### config.mk
export PLATFORM = sky130hd
export DESIGN_NAME = vga_fb_reader
export DESIGN_NICKNAME = d
export VERILOG_FILES = /design/src/rtl/vga_timing_pkg.sv /design/src/rtl/vga_timing_gen.sv /design/src/rtl/vga_fb_reader.sv
export SDC_FILE = /design/constraint.sdc
export NUM_CORES = 1
export LEC_CHECK = 0
export CAP_MARGIN = 20
export CORE_MARGIN = 2
export CORE_UTILIZATION = 40
export CTS_CLUSTER_DIAMETER = 30
export DETAILED_ROUTE_END_ITERATION = 7
export HOLD_SLACK_MARGIN = 0.1
export MAX_ROUTING_LAYER = met4
export PLACE_DENSITY = 0.57
export SLEW_MARGIN = 10
export SYNTH_ARGS = -nofsm -noshare
export SYNTH_HDL_FRONTEND = slang
export SYNTH_SLANG_ARGS = --single-unit
### constraint.sdc
create_clock -name clk -period 3.3 [get_ports clk]
set_input_delay 0.66 -clock clk [delete_from_list [all_inputs] [get_ports clk]]
set_output_delay 0.66 -clock clk [all_outputs]
set_load 0.1 [all_outputs]
### src/rtl/vga_timing_pkg.sv
// vga_timing_pkg: 640x480@60 timing constants and pixel-pipeline control word shared by the VGA reader.
package vga_timing_pkg;
   localparam int H_ACTIVE = 640;
   localparam int H_FP     = 16;
   localparam int H_SYNC   = 96;
   localparam int H_BP     = 48;
   localparam int H_TOTAL  = H_ACTIVE + H_FP + H_SYNC + H_BP;
   localparam int V_ACTIVE = 480;
   localparam int V_FP     = 10;
   localparam int V_SYNC   = 2;
   localparam int V_BP     = 33;
   localparam int V_TOTAL  = V_ACTIVE + V_FP + V_SYNC + V_BP;
   localparam int H_SYNC_START = H_ACTIVE + H_FP;
   localparam int H_SYNC_END   = H_SYNC_START + H_SYNC;
   localparam int V_SYNC_START = V_ACTIVE + V_FP;
   localparam int V_SYNC_END   = V_SYNC_START + V_SYNC;
   localparam int CNT_W = 10;

   typedef struct packed {
      logic hs;
      logic vs;
      logic blank_n;
      logic win;
      logic en;
   } pix_ctl_t;

   // Idle control word: syncs deasserted, blanked, no image.
   localparam pix_ctl_t CTL_RST = '{hs: 1'b1, vs: 1'b1, blank_n: 1'b0, win: 1'b0, en: 1'b0};

   function automatic logic in_range(logic [CNT_W-1:0] c, int lo, int hi);
      return int'(c) >= lo && int'(c) < hi;
   endfunction
endpackage

### src/rtl/vga_timing_gen.sv
// vga_timing_gen: 800x525 raster counters with sync, active-area and frame-start generation.
module vga_timing_gen
   import vga_timing_pkg::*;
(
   input  logic             clk,
   input  logic             rst,
   output logic [CNT_W-1:0] h_cnt,
   output logic [CNT_W-1:0] v_cnt,
   output logic             hs,
   output logic             vs,
   output logic             active,
   output logic             frame_start
);
   logic             run;
   logic             h_last;
   logic             v_last;
   logic [CNT_W-1:0] h_nxt;
   logic [CNT_W-1:0] v_nxt;

   // The first edge after reset holds the raster at (0,0) so frame_start can be raised with it.
   always_comb begin
      h_last = h_cnt == CNT_W'(H_TOTAL - 1);
      v_last = v_cnt == CNT_W'(V_TOTAL - 1);
      h_nxt  = (!run || h_last) ? '0 : h_cnt + 1'b1;
      v_nxt  = !run ? '0 : h_last ? (v_last ? '0 : v_cnt + 1'b1) : v_cnt;
   end

   always_ff @(posedge clk or posedge rst) begin
      if (rst) begin
         run         <= 1'b0;
         h_cnt       <= '0;
         v_cnt       <= '0;
         frame_start <= 1'b0;
      end else begin
         run         <= 1'b1;
         h_cnt       <= h_nxt;
         v_cnt       <= v_nxt;
         frame_start <= h_nxt == '0 && v_nxt == '0;
      end
   end

   assign hs     = !in_range(h_cnt, H_SYNC_START, H_SYNC_END);
   assign vs     = !in_range(v_cnt, V_SYNC_START, V_SYNC_END);
   assign active = in_range(h_cnt, 0, H_ACTIVE) && in_range(v_cnt, 0, V_ACTIVE);
endmodule

### src/rtl/vga_fb_reader.sv
// vga_fb_reader: streams a centred framebuffer image onto 640x480 VGA, padding the border with black.
module vga_fb_reader
   import vga_timing_pkg::*;
#(
   parameter int IMG_W   = 160,
   parameter int IMG_H   = 120,
   parameter int ADDR_W  = 15,
   parameter int RAM_LAT = 1
) (
   input  logic              clk,
   input  logic              rst,
   input  logic              fb_ready,
   input  logic [7:0]        ram_data,
   output logic [ADDR_W-1:0] ram_addr,
   output logic [7:0]        vga_pixel,
   output logic              vga_hs,
   output logic              vga_vs,
   output logic              vga_blank_n,
   output logic              frame_start
);
   localparam int X0 = (H_ACTIVE - IMG_W) / 2;
   localparam int Y0 = (V_ACTIVE - IMG_H) / 2;
   localparam logic [ADDR_W-1:0] LAST_ADDR = ADDR_W'(IMG_W * IMG_H - 1);

   logic [CNT_W-1:0] h_cnt;
   logic [CNT_W-1:0] v_cnt;
   logic             hs;
   logic             vs;
   logic             active;
   logic             in_win;
   logic             en;
   pix_ctl_t         cur;
   pix_ctl_t         dly [RAM_LAT];
   pix_ctl_t         last;

   vga_timing_gen u_timing (
      .clk         (clk),
      .rst         (rst),
      .h_cnt       (h_cnt),
      .v_cnt       (v_cnt),
      .hs          (hs),
      .vs          (vs),
      .active      (active),
      .frame_start (frame_start)
   );

   assign in_win = in_range(h_cnt, X0, X0 + IMG_W) && in_range(v_cnt, Y0, Y0 + IMG_H);
   assign cur    = '{hs: hs, vs: vs, blank_n: active, win: in_win, en: en};
   assign last   = dly[RAM_LAT-1];

   // Raster-order address counter; parks at 0 once the last image pixel has been fetched.
   always_ff @(posedge clk or posedge rst) begin
      if (rst) begin
         ram_addr <= '0;
         en       <= 1'b0;
      end else begin
         en       <= frame_start ? fb_ready : en;
         ram_addr <= (frame_start || (in_win && ram_addr == LAST_ADDR)) ? '0 :
                     in_win ? ram_addr + 1'b1 : ram_addr;
      end
   end

   // Control travels alongside the RAM read so it meets ram_data in the same cycle.
   always_ff @(posedge clk or posedge rst) begin
      if (rst) begin
         for (int i = 0; i < RAM_LAT; i++) dly[i] <= CTL_RST;
         vga_hs      <= 1'b1;
         vga_vs      <= 1'b1;
         vga_blank_n <= 1'b0;
         vga_pixel   <= '0;
      end else begin
         dly[0] <= cur;
         for (int i = 1; i < RAM_LAT; i++) dly[i] <= dly[i-1];
         vga_hs      <= last.hs;
         vga_vs      <= last.vs;
         vga_blank_n <= last.blank_n;
         vga_pixel   <= (last.win && last.en && last.blank_n) ? ram_data : '0;
      end
   end
endmodule

# [After elaboration in Yosys (flattened, before gate mapping)]
# Index checks and enable logic that the tools add are counted.
[classes] addsub=3 multipliers=0 div=0 n_lt_le_gt_ge=10 eq_ne=3 n_shift=0 n_mux=7 bitwise_logic=0 reduce_logical=18
[op_table] op="10-bit by 9-bit < comparator with 1-bit output (second input constant)" n=4
[op_table] op="10-bit two-way mux" n=4
[op_table] op="15-bit two-way mux" n=2
[op_table] op="10-bit by 1-bit adder with 10-bit output (second input constant)" n=2
[op_table] op="10-bit == test (second input constant)" n=2
[op_table] op="10-bit by 8-bit greater-or-equal comparator with 1-bit output (second input constant)" n=2
[op_table] op="10-bit logical NOT" n=2
[op_table] op="10-bit < comparator (second input constant)" n=2
[op_table] op="15-bit by 1-bit adder with 15-bit output (second input constant)" n=1
[op_table] op="15-bit == test (second input constant)" n=1
[op_table] op="10-bit greater-or-equal comparator (second input constant)" n=1
[op_table] op="10-bit by 9-bit greater-or-equal comparator with 1-bit output (second input constant)" n=1
[op_table] op="1-bit logical AND" n=10
[op_table] op="8-bit two-way mux" n=1
[op_table] op="1-bit logical NOT" n=3
[op_table] op="1-bit logical OR" n=2
[op_table] op="2-bit nonzero test" n=1
[totals] reg_bits=54 latch_bits=0 ramBits=0 romBits=0 input_bits=11 output_inout_bits=27 wordCells=56 n_memories=0

# [Depth between registers and ports, before layout]
# Gate-level depths: netlist of the first run.
[depth] word_depth=6 depth_mapped=9 depth_no_buf=8

# [By module]
# A second synthesis of the first run with hierarchy kept.
[hier_totals] hier_cells=286 hier_area_um2=2914.0
[modules_own_cells] mod="vga_fb_reader" n_inst=1 cells_per_inst=130 area_per_inst_um2=1468.9 seq_area_each_um2=805.8
[modules_own_cells] mod="vga_timing_gen" n_inst=1 cells_per_inst=156 area_per_inst_um2=1445.1 seq_area_each_um2=550.5

# [Worst setup path after synthesis of the first run]
# Ideal clock, no wire load.
[synth_timing] path_kind="flip-flop to flip-flop" startpoint="register ram_addr[0]" endpoint="register ram_addr[14]" setup_ps=71 t_arrival_ps=2684 required_time_ps=3229 setup_slack_ps=545 stages_incl_launch_ff=8 n_path_buf=0 period_less_slack_ps=2755 path_cell_list="dfrtp_1 > ha_1 > nand3_1 > nor3_1 > and3_1 > nand3_1 > or4_1 > nand3_1"
[synth_between] elab_chain_len=4 word_cells_on_any_way=7 cone_classes="1 x add/sub; 1 x eq/ne; 2 x mux; 3 x reduce/logical"
[synth_lines] element="start: declaration" line="vga_fb_reader.sv:14" source="output logic [ADDR_W-1:0] ram_addr,"
[synth_lines] element="start signal: assignment" line="vga_fb_reader.sv:58" source="ram_addr <= (frame_start || (in_win && ram_addr == LAST_ADDR)) ? '0 :"
[synth_lines] element="branches (longest 4 deep; another with 15-bit by 1-bit adder with 15-bit output)"
# Parallel ways; which one is timed is not known. The select of a mux whose other input is x is not followed.
# A chain may end at the register's enable or synchronous reset.

# [Worst setup path in the final report of the first run]
[layout_timing] startpoint="register u_timing.v_cnt[2]" endpoint="register ram_addr[9]"
[layout_between] elab_chain_len=6 word_cells_on_any_way=8 cone_classes="2 x order compare; 1 x mux; 5 x reduce/logical"
[layout_lines] element="start: declaration" line="vga_timing_gen.sv:8" source="output logic [CNT_W-1:0] v_cnt,"
[layout_lines] element="start signal: assignment" line="vga_timing_gen.sv:37" source="v_cnt <= v_nxt;"
[layout_lines] element="10-bit by 8-bit greater-or-equal comparator with 1-bit output / 10-bit by 9-bit < comparator with 1-bit output (equally long branches)" line="vga_timing_pkg.sv:31" source="return int'(c) >= lo && int'(c) < hi;"
[layout_lines] element="1-bit logical AND *" line="vga_timing_pkg.sv:31"
[layout_lines] element="1-bit logical AND *" line="vga_fb_reader.sv:47" source="assign in_win = in_range(h_cnt, X0, X0 + IMG_W) && in_range(v_cnt, Y0, Y0 + IMG_H);"
[layout_lines] element="1-bit logical AND" line="vga_fb_reader.sv:58"
[layout_lines] element="1-bit logical OR" line="vga_fb_reader.sv:58"
[layout_lines] element="15-bit two-way mux / 2-bit nonzero test (equally long branches)"
# Mark *: on every way between the ends. The rest lies on a longest branch, timed or not.

==> results.md, run 1 <==
* Synth top area share at between 40% and 50%
* Htree depth at 2
* Critical Path Start: u_timing.v_cnt[2]
* Syn Nets at 313
* Final Wtd Congestion at between 0.8 and 0.9
* Io pins at 38
* Fmax at around 360 MHz
* Hold buffer count at CTS at 0
* Initial DRC count at between 100 and 150
* Crit end category: flip-flop
* Area of the multi-input gates at between 1000 and 1500 sq um
* Postcts setup bufs at 0
* Cts repair resizes at 0
* Post-Synthesis Cells at roughly 300
* Vias in the first global route at between 2,000 and 2,500
* Total routed wirelength at approximately 5900 um
* Clock Latency Late Sink at 300 ps
* Fillers at between 600 and 700
* Most frequent cells in the layout: 50 x dfrtp_1, 31 x buf_4, 25 x nor2_1
* Synth unique cells at 55
* Pre-antenna DRT Iters at 4
* Fin cells at 422
* Startpoint Class: flip-flop
* Final hold viol count at 0
* Average wire per standard cell at 14.0 um
* DP HPWL at between 4000 and 5000 um
* Clock root buffer: clkbuf_8
* Final cycle utilization of the critical path at between 80 and 90%
* Yosys Warn Count at 0
* WP data arrival at 3020 ps
* Clock Skew at about 8.6 ps
* Power share of the combinational group at 14.7%
* Seq. cell area at roughly 1400 sq um
* Crit-path max FO at 17
* Leakage Power at 1.46 nW
* # port buffers at 37
* Unrepaired setup endpoints after global routing: false
* Core box area at 6830 sq um
* Setup TNS Final at 0 ps
* Top post-synthesis cells by area: dfrtp_1 44%, nand3_1 4.1%, dfstp_2 3.7%
* Residual DRC at 0
* Initial antenna violation count at 0
* Antenna cells at 0
* FF+latch count, synth at between 50 and 60
* Worst min-delay path class: flip-flop to flip-flop
* Final setup viols at 0
* Total placed cells including tap cells at 414
* Total CTS buffers at 5
* GRT overflow at 0
* Largest net degree at the start of global routing at 27
* Max VDD drop at between 0.0002 and 0.00025 V
* Max_cap viols at 0
* Die area at approximately 7800 sq um
* CTS tree: built
* Cell Pwr Density at between 400 and 500 nW/um^2
* Hold path startpoint: dly[4]
* Clk network pwr share at 36.9%
* # clock sinks at 54
* Post-synth EDFFs at 0
* Most common cell after layout, fill and taps aside: dfrtp_1
* R2R Path Start: u_timing.v_cnt[2]
* Slew Limit Headroom at about half
* Final hold slack at around 360 ps
* Via density at 5.26
* Status: finished, final reports clean
* Syn Area/Cell at 9.51 sq um
* First-pass GRT wire length at roughly 10000 um
* Initial Util at between 40% and 50%
* FP Rows at 30
* Total GRT Usage at between 10% and 20%
* Clk buf depth at 2
* Ys flop type: dfrtp_1
* Max-slew violation count at 0
* Switching pwr at between 0.3 and 0.4 mW
* Clock transition at path regs at 100 ps
* Layout cells sized above 1 at around 16%
* Worst path required time at 3550 ps
* WS Path Type: flip-flop to flip-flop
* Cell taking the most area after synthesis: dfrtp_1
* Via count at around 2,200
* Ys async rst share at 100%
* Min Tclk post-route at 2770 ps
* Die height at 88.0 um
* Antenna viol nets, final at 0
* Final #Nets at 341
* Pint at roughly 1.1 mW
* Switching Share at 27.3%
* Worst slew pin tran at 778 ps
* Post-synthesis sequential area ratio at about half
* Die W at slightly below 90 um
* Sequential share of power at between 40% and 50%
* Area delta synth->final at 17.4%
* Netlist Area Pre-Place at about 2800 sq um
-- final cells by class --
| cell class | count | share of cell area [%] |
|---|---|---|
| tap | 96 | 3.62 |
| clock buffer | 6 | 2.49 |
| sequential | 54 | 40.9 |
| inverter | 9 | 1.02 |
| clock inverter | 2 | 1.81 |
| multi-input combinational | 214 | 40.1 |
| timing repair buffer | 41 | 10.0 |
-- critical path, stage by stage, from the launching register on --
cell	delay [ps]
dfrtp_1	510
a21o_1	200
a2111oi_0	530
o211ai_1	260
and2_0	500
or4_1	620
nand3_1	100
-- stage by stage --
stage | worst slack, ps | total power, mW | utilization [%] | cell area, sq um
after floorplan | 545 | 0.876 | - | 2830
after global placement | 623 | 0.937 | 46.5 | 3170
after detailed placement | 536 | 0.938 | 46.5 | 3170
after CTS | 498 | 1.48 | 48.6 | 3320
after global routing | 240 | 1.53 | 48.6 | 3320
final | 527 | 1.46 | 48.6 | 3320
-- per-layer routing --
metal / vias up / track usage [%] / part of all wire (%)
met4: 0 / 4.55 / 1.3
met1: 1055 / 22.1 / 48
met2: 53 / 26.6 / 46
met3: 7 / 3.30 / 4.5
li1: 1105 / - / -
met5: - / - / 0
-- registers in the layout, summed over array words and instances, names as in the netlist --
register,count
vga_pixel,8
vga_vs,1
u_timing.h_cnt,10
vga_hs,1
u_timing.run,1
u_timing.v_cnt,10
u_timing.frame_start,1
ram_addr,15
en,1
dly,5
vga_blank_n,1
-- Yosys cell counts, types with 3 or more instances --
library cell	number
dfrtp_1	50
nor2_1	25
nand3_1	23
nand2_1	19
o21ai_0	17
and2_1	13
clkbuf_1	10
nand4_1	10
inv_1	9
xor2_1	9
and3_1	8
xnor2_1	8
a21oi_1	6
a31oi_1	6
nor3_1	6
ha_1	5
o31ai_1	5
or4_1	5
buf_2	4
dfstp_2	4
or3_1	4
a21o_1	3
buf_6	3
nand2b_1	3
nor2b_1	3
-- worst paths after layout --
check / to / cells after the start / slack, ps
hold / removal: vga_hs / 0 / 360
setup / recovery: ram_addr[9] / 6 / 530
setup reg to reg: ram_addr[9] / 6 / 530
hold reg to reg: vga_hs / 0 / 360
max in group asynchronous: dly[3] / 3 / 1910
min in group asynchronous: vga_pixel[1] / 2 / 700
-- kinds of logic after synthesis --
logic type      after synthesis  synth area share [%]
simple gates                135                  26.0
compound gates               54                  12.7
flops                        54                  48.0
buf+inv                      29                  4.87
xor+xnor                     17                  5.27
fa+ha+maj                     5                  2.21
mux                           2                 0.753
other cells                   1                 0.133
-- power groups by stage --
| stage | clock network (mW) | logic, mW | registers, mW |
|---|---|---|---|
| after global placement | 0 | 0.218 | 0.719 |
| after floorplan | 0 | 0.0692 | 0.807 |
| after CTS | 0.555 | 0.219 | 0.707 |
| final | 0.539 | 0.215 | 0.707 |
| after detailed placement | 0 | 0.218 | 0.720 |
| after global routing | 0.587 | 0.232 | 0.711 |
(Power assumes the default switching activity.)
==> run 2: changes to the inputs <==
==> constraint.sdc (replaced) <==
create_clock -name clk -period 2.6 [get_ports clk]
set_input_delay 0.52 -clock clk [delete_from_list [all_inputs] [get_ports clk]]
set_output_delay 0.52 -clock clk [all_outputs]
set_load 0.1 [all_outputs]
==> results.md, run 2 (same netlist as run 1, synthesis figures left out) <==
* Status: finished, final reports clean
* # clock sinks at 54 (unchanged)
* Residual DRC at 0 (unchanged)
* Crit end category: flip-flop
* Unrepaired setup endpoints after global routing: false
* Startpoint Class: flip-flop
* Vias in the first global route at 2,159 (+2.6%)
* FP Rows at 30 (unchanged)
* Setup TNS Final at 0 ps (unchanged)
* Die area at 7750 sq um (unchanged)
* Area of the multi-input gates at 1340 sq um (+0.56%)
* Initial Util at 41.4% (unchanged)
* Final Wtd Congestion at 0.792 (-4.1%)
* Die W at 88.0 um (unchanged)
* WP data arrival at 2610 ps (-410 ps)
* GRT overflow at 0 (unchanged)
* Initial DRC count at 130 (unchanged)
* Largest net degree at the start of global routing at 55 (+100%)
* Met2 wire len at 2670 um (-2.1%)
* Core box area at 6830 sq um (unchanged)
* Max VDD drop at 0.000218 V (+1.4%)
* Via density at 5.20 (-1.2%)
* M1 WL at 3000 um (+6.1%)
* CP bufs+invs at 0 (unchanged)
* Clock transition at path regs at 100 ps (about the same)
* Crit-path max FO at 11 (-6)
* Min Tclk post-route at 2410 ps (-359 ps)
* Clock root buffer: clkbuf_8
* Via count at 2,245 (+1.1%)
* Cell Pwr Density at 493 nW/um^2 (+12%)
* Total GRT Usage at 16.7% (-0.14 points)
* Layout cells sized above 1 at 19.9% (+3.7 points)
* Final cycle utilization of the critical path at 92.9% (+8.8 points)
* Max_cap viols at 0 (unchanged)
* Pre-antenna DRT Iters at 4 (unchanged)
* Most frequent cells in the layout: 48 x dfrtp_1, 40 x buf_4, 25 x nor2_1
* Instance area at placement at 3260 sq um (+2.8%)
* Final hold viol count at 0 (unchanged)
* Initial antenna violation count at 0 (unchanged)
* Critical Path, Cell by Cell: nand4b_1 -> or4_4 -> or3_1 -> and2_4 -> a41oi_2 -> nor3_1
* Slew Limit Headroom at 61.7% (+14 points)
* Top Registers: ram_addr x15, u_timing.h_cnt x10, u_timing.v_cnt x10
* DP HPWL at 4250 um (-0.18%)
* WL met3 at 250 um (-6.4%)
* Clock Latency Late Sink at 310 ps (about the same)
* Postcts setup bufs at 0 (unchanged)
* Worst slew pin tran at 570 ps (-208 ps)
* Worst min-delay path class: flip-flop to flip-flop
* Seq. cell area at 1360 sq um (+0.18%)
* Final #Nets at 351 (+2.9%)
* Die height at 88.0 um (unchanged)
* Clock Skew at 14.7 ps (+6.07 ps)
* CTS tree: built
* Worst path required time at 2790 ps (-760 ps)
* Total CTS buffers at 5 (unchanged)
* Area delta synth->final at 19.1%
* Clk buf depth at 2 (unchanged)
* Final setup viols at 0 (unchanged)
* Antenna viol nets, final at 0 (unchanged)
* Leakage Power at 1.48 nW (+1.6%)
* Antenna cells at 0 (unchanged)
* Top Metal Used: met4
* Fillers at 667 (+0.91%)
* Average wire per standard cell at 13.8 um (-1.3%)
* Biggest register: ram_addr
* Max reg flops at 15 (unchanged)
* Most common cell after layout, fill and taps aside: dfrtp_1
* Io pins at 38 (unchanged)
* WS Path Type: flip-flop to flip-flop
* Fmax at 414 MHz (+15%)
* Htree depth at 2 (unchanged)
* Total routed wirelength at 5960 um (+1.1%)
* # port buffers at 37 (unchanged)
* Delay-heaviest family, CP: simple AND/OR/NAND/NOR gates
* Max-slew violation count at 0 (unchanged)
* First-pass GRT wire length at 9980 um (about the same)
* Critical Path Max Stage Delay at 640 ps (+20 ps)
* Critical Path Slowest Stage Cell: or4_4
* Final instance area at 3360 sq um (+1.4%)
[run 2: changes by cell type in the layout (fill, tap and decap cells not counted), moves of 2 or more]
cell | previous run | this run
clkinvlp_4 | 0 | 2
dfrtp_2 | 0 | 2
dfrtp_1 | 50 | 48
bufinv_16 | 2 | 0
buf_4 | 31 | 40
[run 2: worst register-to-register path, stage by stage, from the launching register on]
cell and delay [ps]:
dfrtp_1 560, nand4b_1 310, or4_4 640, or3_1 380
and2_4 170, a41oi_2 170, nor3_1 70
[run 2: metal layers]
layer  GRT usage (%)  up-vias
li1                -     1128
met1            22.3     1074
met2            25.4       41
met3            3.49        2
met4            5.23        0
met5               -        -
[run 2: per-stage QoR]
| stage | setup WS, ps | util [%] | cells | power (mW) | hold slack, ps |
|---|---|---|---|---|---|
| detailed placement | 168 | 47.8 | 424 | 1.20 | 348 |
| finish | 186 | 49.2 | 432 | 1.66 | 359 |
| global placement | 173 | 47.8 | 424 | 1.21 | 346 |
| floorplan | 32.2 | - | 297 | 1.11 | 345 |
| global route | 44.9 | 49.2 | 432 | 1.74 | 368 |
| CTS | 129 | 49.1 | 432 | 1.69 | 363 |
[run 2: final cells by class]
class	count	share of cell area (%)
multi-input cells	214	39.8
inverters	9	1.00
flip-flops and latches	54	40.4
clock buffers	5	2.05
well taps	96	3.57
clock inverters	3	0.707
repair buffers	51	12.5
[run 2: path summary, 6_finish.rpt]
kind                                         from              endpoint  slack, ps  cells past startpoint
max in group asynchronous                     rst                vga_vs       1740                      3
min in group asynchronous                     rst     u_timing.h_cnt[7]        570                      3
worst min register to register             dly[4]                vga_hs        360                      0
worst max register to register  u_timing.h_cnt[4]  u_timing.frame_start        190                      6
worst max-delay path            u_timing.h_cnt[4]  u_timing.frame_start        190                      6
worst min-delay path                       dly[4]                vga_hs        360                      0
[run 2: timing repair]
item | CTS | global route
endpoints found under the setup margin | 0 | 1
hold buffers | 0 | 0
resized for setup | 0 | 2
[run 2: power breakdown]
group	switching (mW)	total (mW)	internal, mW	leakage [nW]
Clock	0.279	0.472	0.193	0.0408
Combinational	0.207	0.288	0.0809	0.728
Sequential	0.0304	0.899	0.868	0.714
Total	0.517	1.66	1.14	1.48
==> run 3: changes to the inputs <==
--- a/config.mk
+++ b/config.mk
@@ -6,13 +6,13 @@
 export NUM_CORES = 1
 export LEC_CHECK = 0
 export CAP_MARGIN = 20
-export CORE_MARGIN = 2
 export CORE_UTILIZATION = 40
 export CTS_CLUSTER_DIAMETER = 30
 export DETAILED_ROUTE_END_ITERATION = 7
 export HOLD_SLACK_MARGIN = 0.1
 export MAX_ROUTING_LAYER = met4
-export PLACE_DENSITY = 0.57
+export PLACE_DENSITY = 0.6
+export SETUP_SLACK_MARGIN = 0.4
 export SLEW_MARGIN = 10
 export SYNTH_ARGS = -nofsm -noshare
 export SYNTH_HDL_FRONTEND = slang
==> constraint.sdc (replaced) <==
create_clock -name clk -period 2.1 [get_ports clk]
set_input_delay 0.42 -clock clk [delete_from_list [all_inputs] [get_ports clk]]
set_output_delay 0.42 -clock clk [all_outputs]
set_load 0.1 [all_outputs]
==> results.md, run 3 (same netlist as run 1, synthesis figures left out) <==
* Final setup viols at 0 (unchanged)
* Pint at 1.59 mW (+40%)
* Unrepaired setup endpoints after global routing: true
* Die area at 7400 sq um (-4.5%)
* # clock sinks at 54 (unchanged)
* Antenna cells at 0 (unchanged)
* Critical Path Max Stage Delay at 520 ps (-120 ps)
* Total routed wirelength at 7100 um (+19%)
* FP Rows at 30 (unchanged)
* Die W at 86.0 um (-2.3%)
* Sequential share of power at 49.0% (-5.2 points)
* Die height at 86.0 um (-2.3%)
* Slew Limit Headroom at 64.7% (+3.0 points)
* Fin cells at 477 (+10%)
* Fmax at 491 MHz (+19%)
* Layout cells sized above 1 at 45.7% (+26 points)
* Cell Pwr Density at 549 nW/um^2 (+11%)
* Final Wtd Congestion at 0.847 (+7.0%)
* Total GRT Usage at 20.1% (+3.5 points)
* Hold path startpoint: dly[3]
* Most common cell after layout, fill and taps aside: buf_4
* Biggest register: ram_addr
* Clk buf depth at 2 (unchanged)
* Switching Share at 30.2% (-0.97 points)
* First-pass GRT wire length at 11,300 um (+13%)
* Crit-path max FO at 5 (-6)
* Startpoint Class: flip-flop
* Worst slew pin tran at 528 ps (-41.9 ps)
* R2R setup slack at 60 ps (-120 ps)
* Final hold viol count at 0 (unchanged)
* R2R Path Start: u_timing.h_cnt[6]
* Hold buffer count at CTS at 0 (unchanged)
* Area delta synth->final at 47.2%
* Clock Skew at 6.20 ps (-8.46 ps)
* Worst r2r path cells at 6 (unchanged)
* GRT overflow at 0 (unchanged)
* Final cycle utilization of the critical path at 96.9% (+4.1 points)
* WS Path Type: flip-flop to flip-flop
* Initial antenna violation count at 0 (unchanged)
* # port buffers at 37 (unchanged)
* Via count at 2,541 (+13%)
* Via density at 5.33 (+2.5%)
* Max VDD drop at 0.000319 V (+47%)
* Max_cap viols at 0 (unchanged)
* Io pins at 38 (unchanged)
* Worst path required time at 2300 ps (-490 ps)
* Most frequent cells in the layout: 68 x buf_4, 31 x dfrtp_1, 19 x nand2_1, 19 x dfrtp_2, 17 x nor2_1
* Post-Place Setup Slack at -7.37 ps (-176 ps)
* Largest net degree at the start of global routing at 38 (-31%)
* Critical Path Slowest Stage Cell: or4_4
* Worst reg2reg endpoint: u_timing.frame_start
* Initial DRC count at 102 (-22%)
* DP HPWL at 4820 um (+13%)
* Max-slew violation count at 0 (unchanged)
* Final #Nets at 396 (+13%)
* Switching pwr at 0.689 mW (+33%)
* Htree depth at 2 (unchanged)
* Status: finished, final reports clean
* PnR worst setup slack at 64.5 ps (-121 ps)
* Average wire per standard cell at 14.9 um (+8.0%)
* Pre-antenna DRT Iters at 4 (unchanged)
* Clock Latency Late Sink at 310 ps (about the same)
* Crit end category: flip-flop
* Worst min-delay path class: flip-flop to flip-flop
* Antenna viol nets, final at 0 (unchanged)
* Worst min-delay path endpoint: vga_vs
* WP data arrival at 2240 ps (-370 ps)
* Critical Path, Cell by Cell: or2_4 -> or4_4 -> or3_4 -> and2_4 -> a41oi_2 -> nor3_1
* Clock root buffer: clkbuf_8
* Core box area at 6790 sq um (-0.55%)
* Max reg flops at 15 (unchanged)
* CTS tree: built
* Clk network pwr share at 30.7% (+2.2 points)
* Clock transition at path regs at 100 ps (about the same)
* Total placed cells including tap cells at 443 (+4.5%)
* Min Tclk post-route at 2040 ps (-379 ps)
* Top Registers: ram_addr x15, u_timing.h_cnt x10, u_timing.v_cnt x10
* Initial Util at 41.6% (+0.23 points)
* Residual DRC at 0 (unchanged)
* Total CTS buffers at 5 (unchanged)
* Leakage Power at 1.79 nW (+21%)
* Fillers at 572 (-14%)
* Hold path depth at 0 (unchanged)
* Power share of the combinational group at 20.3% (+2.9 points)
* Vias in the first global route at 2,377 (+10%)
[run 3: final cells by class]
| cell class | instances | area (sq um) | share of cell area (%) |
|---|---|---|---|
| multi-input cells | 214 | 1670 | 40.1 |
| flip-flops and latches | 54 | 1380 | 33.2 |
| repair buffers | 96 | 843 | 20.3 |
| well taps | 96 | 120 | 2.89 |
| clock buffers | 5 | 68.8 | 1.66 |
| clock inverters | 3 | 40.0 | 0.963 |
| inverters | 9 | 40.0 | 0.963 |
[run 3: layer usage]
| metal | GRT usage, % | wire [um] |
|---|---|---|
| met1 | 25.3 | 3140 |
| met2 | 33.1 | 3450 |
| met3 | 3.75 | 373 |
| met4 | 5.91 | 142 |
| met5 | - | 0 |
[run 3: worst max-delay path, delay by kind of cell (launching register included)]
family	cells	cell delay [ps]
and+or+nand+nor	5	1380
AOI/OAI and AO/OA	1	110
DFF	1	440
[run 3: stage by stage]
| step | area [sq um] | hold slack (ps) | utilization (%) | TNS, ps | total power, mW |
|---|---|---|---|---|---|
| final | 4160 | 361 | 61.2 | 0 | 2.28 |
| after global routing | 4160 | 369 | 61.2 | -77.6 | 2.39 |
| after CTS | 3900 | 363 | 57.3 | 0 | 2.28 |
| after detailed placement | 3580 | 348 | 52.7 | -7.37 | 1.54 |
| after global placement | 3580 | 347 | 52.7 | 0 | 1.54 |
| after floorplan | 3040 | 345 | - | -133 | 1.42 |
[run 3: power groups by stage]
stage | clock [mW] | combinational [mW] | sequential [mW]
after global routing | 0.769 | 0.492 | 1.12
after floorplan | 0 | 0.130 | 1.29
after CTS | 0.726 | 0.430 | 1.12
final | 0.702 | 0.463 | 1.12
after detailed placement | 0 | 0.403 | 1.14
after global placement | 0 | 0.400 | 1.14
[run 3: how the worst max path moves through the flow]
stage | from | end | slack [ps]
2_1_floorplan | ram_addr[0] | ram_addr[14] | -60
3_3_place_gp | u_timing.v_cnt[3] | ram_addr[14] | 80
3_5_place_dp | u_timing.v_cnt[3] | ram_addr[14] | -7
4_1_cts | u_timing.h_cnt[7] | u_timing.frame_start | 90
5_1_grt | u_timing.v_cnt[3] | ram_addr[8] | -30
6_report | u_timing.h_cnt[6] | u_timing.frame_start | 60
[run 3: what timing repair did]
action                                  4_1_cts  5_1_grt
gates cloned                                  0        0
endpoints found under the setup margin       26       26
buffers inserted                             13       13
gates resized for setup                      29       41
pin swaps                                    12       19
